<file path="config.mk">
export PLATFORM = sky130hd
export DESIGN_NAME = hybrid_adder_circuit
export DESIGN_NICKNAME = d
export VERILOG_FILES = /design/src/rtl/hybrid_adder_circuit_pkg.sv /design/src/rtl/hybrid_adder_circuit_full_adder.sv /design/src/rtl/hybrid_adder_circuit.sv
export SDC_FILE = /design/constraint.sdc
export NUM_CORES = 1
export LEC_CHECK = 0
export ABC_AREA = 1
export CAP_MARGIN = 20
export CELL_PAD_IN_SITES_DETAIL_PLACEMENT = 0
export CELL_PAD_IN_SITES_GLOBAL_PLACEMENT = 1
export CORE_ASPECT_RATIO = 0.7
export CORE_MARGIN = 3
export CORE_UTILIZATION = 26
export DETAILED_ROUTE_END_ITERATION = 16
export PLACE_DENSITY_LB_ADDON = 0.1
export RECOVER_POWER = 25
export SLEW_MARGIN = 20
export SYNTH_ARGS = -nofsm -noshare
export SYNTH_HDL_FRONTEND = slang
export SYNTH_SLANG_ARGS = --single-unit
export TNS_END_PERCENT = 30
</file>
<file path="constraint.sdc">
create_clock -name clk -period 0.8 [get_ports clk]
set_input_delay 0.16 -clock clk [delete_from_list [all_inputs] [get_ports clk]]
set_output_delay 0.16 -clock clk [all_outputs]
set_load 0.02 [all_outputs]
</file>
<file path="src/rtl/hybrid_adder_circuit_pkg.sv">
// Shared constants for the hybrid 8-bit adder: overall width and the
// bit positions where the ripple/lookahead/ripple segments meet.
package hybrid_adder_circuit_pkg;
  localparam int WIDTH   = 8;
  localparam int CLA_LO  = 2;
  localparam int CLA_HI  = 5;

  typedef struct packed {
    logic       c8;
    logic [7:0] s;
  } add_result_t;
endpackage

</file>
<file path="src/rtl/hybrid_adder_circuit_full_adder.sv">
// Single-bit full adder used as the cell of both ripple-carry segments.
module full_adder (
  input  logic a,
  input  logic b,
  input  logic cin,
  output logic s,
  output logic cout
);
  logic w_p;
  logic w_g;

  assign w_p  = a ^ b;
  assign w_g  = a & b;
  assign s    = w_p ^ cin;
  assign cout = w_g | (w_p & cin);
endmodule

</file>
<file path="src/rtl/hybrid_adder_circuit.sv">
// 8-bit adder with a 2-bit ripple / 3-bit lookahead / 3-bit ripple carry chain,
// result registered once with an asynchronous active-low clear.
module hybrid_adder_circuit
  import hybrid_adder_circuit_pkg::*;
(
  input  logic             clk,
  input  logic             rst_n,
  output logic [WIDTH-1:0] S,
  output logic             C8,
  input  logic [WIDTH-1:0] X,
  input  logic [WIDTH-1:0] Y,
  input  logic             C0
);
  logic [WIDTH:0]      w_c;
  logic [WIDTH-1:0]    w_sum;
  logic [CLA_HI-1:CLA_LO] w_g;
  logic [CLA_HI-1:CLA_LO] w_p;
  add_result_t         r_result;

  assign w_c[0] = C0;

  for (genvar i = 0; i < CLA_LO; i++) begin : g_ripple_lo
    full_adder u_fa (
      .a    (X[i]),
      .b    (Y[i]),
      .cin  (w_c[i]),
      .s    (w_sum[i]),
      .cout (w_c[i+1])
    );
  end

  // Lookahead carries all flatten back to c2 so c3..c5 settle in parallel.
  assign w_g = X[CLA_HI-1:CLA_LO] & Y[CLA_HI-1:CLA_LO];
  assign w_p = X[CLA_HI-1:CLA_LO] ^ Y[CLA_HI-1:CLA_LO];

  assign w_c[3] = w_g[2] | (w_p[2] & w_c[2]);
  assign w_c[4] = w_g[3] | (w_p[3] & w_g[2]) | (w_p[3] & w_p[2] & w_c[2]);
  assign w_c[5] = w_g[4] | (w_p[4] & w_g[3]) | (w_p[4] & w_p[3] & w_g[2])
                | (w_p[4] & w_p[3] & w_p[2] & w_c[2]);

  assign w_sum[CLA_HI-1:CLA_LO] = w_p ^ w_c[CLA_HI-1:CLA_LO];

  for (genvar i = CLA_HI; i < WIDTH; i++) begin : g_ripple_hi
    full_adder u_fa (
      .a    (X[i]),
      .b    (Y[i]),
      .cin  (w_c[i]),
      .s    (w_sum[i]),
      .cout (w_c[i+1])
    );
  end

  always_ff @(posedge clk or negedge rst_n) begin
    if (!rst_n) begin
      r_result <= '0;
    end else begin
      r_result <= {w_c[WIDTH], w_sum};
    end
  end

  assign S  = r_result.s;
  assign C8 = r_result.c8;
endmodule

</file>
==> metrics.md <==
| Metric | Value |
|---|---|
| CP max FO | 2 |
| Setup-failing EPs final | 17 |
| GR Overflow Total | 0 |
| Placed instance area | around 840 sq um |
| Tcrit/Tclk final | 268% |
| Crit path capture type | register |
| Status | finished with violations |
| Peak supply drop | roughly 0.80 mV |
| Most common cell after layout, fill and taps aside | inv_1 |
| CP Cell Sequence | buf_6 -> inv_4 -> fa_2 -> fa_2 -> inv_2 -> nand2_2 -> nand2_2 -> nand3_2 -> nand2_2 -> fa_2 -> fa_2 -> inv_2 -> fa_1 -> inv_1 |
| P_sw | around 460 uW |
| Buf/Inv on CP | 5 |
| Design area | roughly 870 sq um |
| Clock buffer depth | 2 |
| Sequential area share after synthesis | ~44% |
| Tightest Pin Transition | between 0.4 and 0.5 ns |
| Syn_area_per_cell | 10.3 sq um |
| Slowest-stage cell, CP | fa_1 |
| Vias in the first global route | 366 |
| Final HPWL DP | ~800 um |
| Syn. warnings | 0 |
| CTS sink cnt | 9 |
| First-pass GRT wire length | about 1.6 mm |
| Routed WL | 987 um |
| CP arrival | ~2.3 ns |
| Maxcap violations | 0 |
| Sw Share | 31.5% |
| Crit Path Class | input port to register |
| Slew headroom | roughly 69% |
| Worst path required time | around 0.95 ns |
| Vias per std cell | 4.00 |
| Die area | around 2600 sq um |
| Leak | ~0.45 nW |
| GRT Util Overall | 8.30% |
| Violated checks | negative setup slack |
| Initial Util | about 30% |
| Initial antenna violation count | 0 |
| Clk network pwr share | 23.4% |
| Clock slew at reported path FFs | approximately 0.06 ns |
| #FFs+latches synth | 9 |
| Die Y-Extent | between 40 and 50 um |
| Worst Hold End | S[0]$_DFF_PN0_ |
| Pre-CTS setup slack | -2.01 ns |
| Highest Clock Rate | approximately 0.47 GHz |
| Final net count | approximately 120 |
| Gpl congestion | 0.747 |
| Ant diodes | 0 |
| Synth top area cells | dfrtp_1 (44%), fa_1 (23%), inv_1 (14%), ha_1 (7.3%), nand3_1 (3.9%) |
| Routed Antenna Nets | 0 |
| Synthesized cell area | about 520 sq um |
| Comb power frac | a little under two fifths |
| Input/output buffers | 27 |
| DP Cell Count | between 100 and 150 |
| Max-slew violations | 0 |
| Sequential power share | 38.6% |
| Layout cells sized above 1 | 44.2% |
| CTS Hold Bufs | 0 |
| Fin cells | between 100 and 150 |
| Chip width | 59.3 um |
| H-Tree Depth | 1 |
| CP max stage delay | around 0.47 ns |
| CTS Buf Count | 3 |
| Cell Rows | 12 |
| Core area | about 1700 sq um |
| DRC errors left | 0 |
| Post-synth top area share | 43.6% |
| Hold Vio Cnt, Final | 0 |
| Cell family with the largest share of critical-path delay | adder cells |
| Internal | approximately 1000 uW |
| Cell count of the worst hold path | 4 |
| Synth area leader | dfrtp_1 |
| Cells after Synth | 50 |
| Vias | about 430 |
| Routed WL per cell | 9.22 um |
| RSZ-0062 raised after global routing | yes |
| TritonRoute pass-1 iters | 3 |
| Top Ports | 28 |
| Clock root cell | clkbuf_4 |
| Final setup TNS | -7.82 ns |
| Cell variety after synth | 11 |
| Final worst path period need | ~2.1 ns |
| Hold Crit Start | C0 |
| Fin worst setup slack | -1.34 ns |
| Top cell by count, worst path | fa_2 |
| Worst min path class | input port to register |
| CTS tree | yes |
| Syn nets | slightly below 80 |
| CP Launch Type | input port |
| Most frequent cells in the layout | inv_1 (13), clkdlybuf4s50_1 (11), dfrtp_1 (9) |
| Largest net degree at the start of global routing | 10 |
| Area growth syn-to-layout | 68.5% |
| Power per cell area | roughly 1700 nW/um^2 |
| Initial drt markers | 10 |
## kinds of logic (layout without fill, tap and decap cells)
| logic type | Yosys count | in the layout | synth area share [%] |
|---|---|---|---|
| XOR/XNOR | 1 | 1 | 1.70 |
| flip-flops | 9 | 9 | 43.6 |
| adder cells (fa/ha/maj) | 9 | 9 | 30.5 |
| AO/OA/AOI/OAI | 1 | 1 | 0.968 |
| AND/OR/NAND/NOR | 10 | 10 | 8.72 |
| buffers and inverters | 20 | 56 | 14.5 |
## routing by layer
layer	routed length (um)	GRT usage, %	share of wire, %
met1	450	11.8	46
met4	0	5.43	0
met5	0	0	0
met2	447	10.5	45
met3	89	2.74	9.0
## what timing repair did
item                       CTS  global route
pin swaps                   11             7
setup endpoints to repair   18            17
setup buffers                0             2
resized for setup           59            12
## sequential cells by signal (all words and copies together), names as in the netlist
register  cells
C8            1
S             8
## power groups by stage
stage          logic, mW  registers, mW  clock network, mW
2_1_floorplan      0.147          0.677                  0
3_3_place_gp       0.574          0.568                  0
3_5_place_dp       0.577          0.569                  0
4_1_cts            0.504          0.556              0.353
5_1_grt            0.613          0.565              0.379
6_report           0.551          0.559              0.338
## area by class of cell
type                       instances  area [sq um]
fill                             171           856
sequential                         9           225
timing repair buffer              32           264
clock buffer                       4          26.3
multi-input combinational         21           251
tap                               21          26.3
inverter                          20          77.6
## how the worst max path moves through the flow
| stage | startpoint | to | slack, ns | cells after the start |
|---|---|---|---|---|
| floorplan | X[0] | S[7]$_DFF_PN0_ | -1.43 | 13 |
| global placement | X[0] | S[7]$_DFF_PN0_ | -2.00 | 14 |
| detailed placement | X[0] | S[7]$_DFF_PN0_ | -2.01 | 14 |
| CTS | C0 | S[7]$_DFF_PN0_ | -1.38 | 14 |
| global route | Y[0] | S[7]$_DFF_PN0_ | -1.44 | 14 |
| finish | Y[0] | S[7]$_DFF_PN0_ | -1.34 | 14 |
## cells in the mapped netlist
| library cell | n |
|---|---|
| nand2_1 | 4 |
| a21oi_1 | 1 |
| nand3_1 | 4 |
| fa_1 | 6 |
| ha_1 | 3 |
| dfrtp_1 | 9 |
| inv_1 | 19 |
| xnor2_1 | 1 |
| nor2_1 | 1 |
| inv_2 | 1 |
| nand2_2 | 1 |
## stage by stage
step | hold WS [ns] | util (%) | total power [mW]
finish | 0.292 | 50.4 | 1.45
detailed placement | 0.467 | 48.7 | 1.15
global placement | 0.459 | 48.7 | 1.14
CTS | 0.200 | 47.5 | 1.41
global route | 0.286 | 50.4 | 1.56
floorplan | -0.136 | - | 0.823
Note: power is estimated with default switching activity, not from simulation.
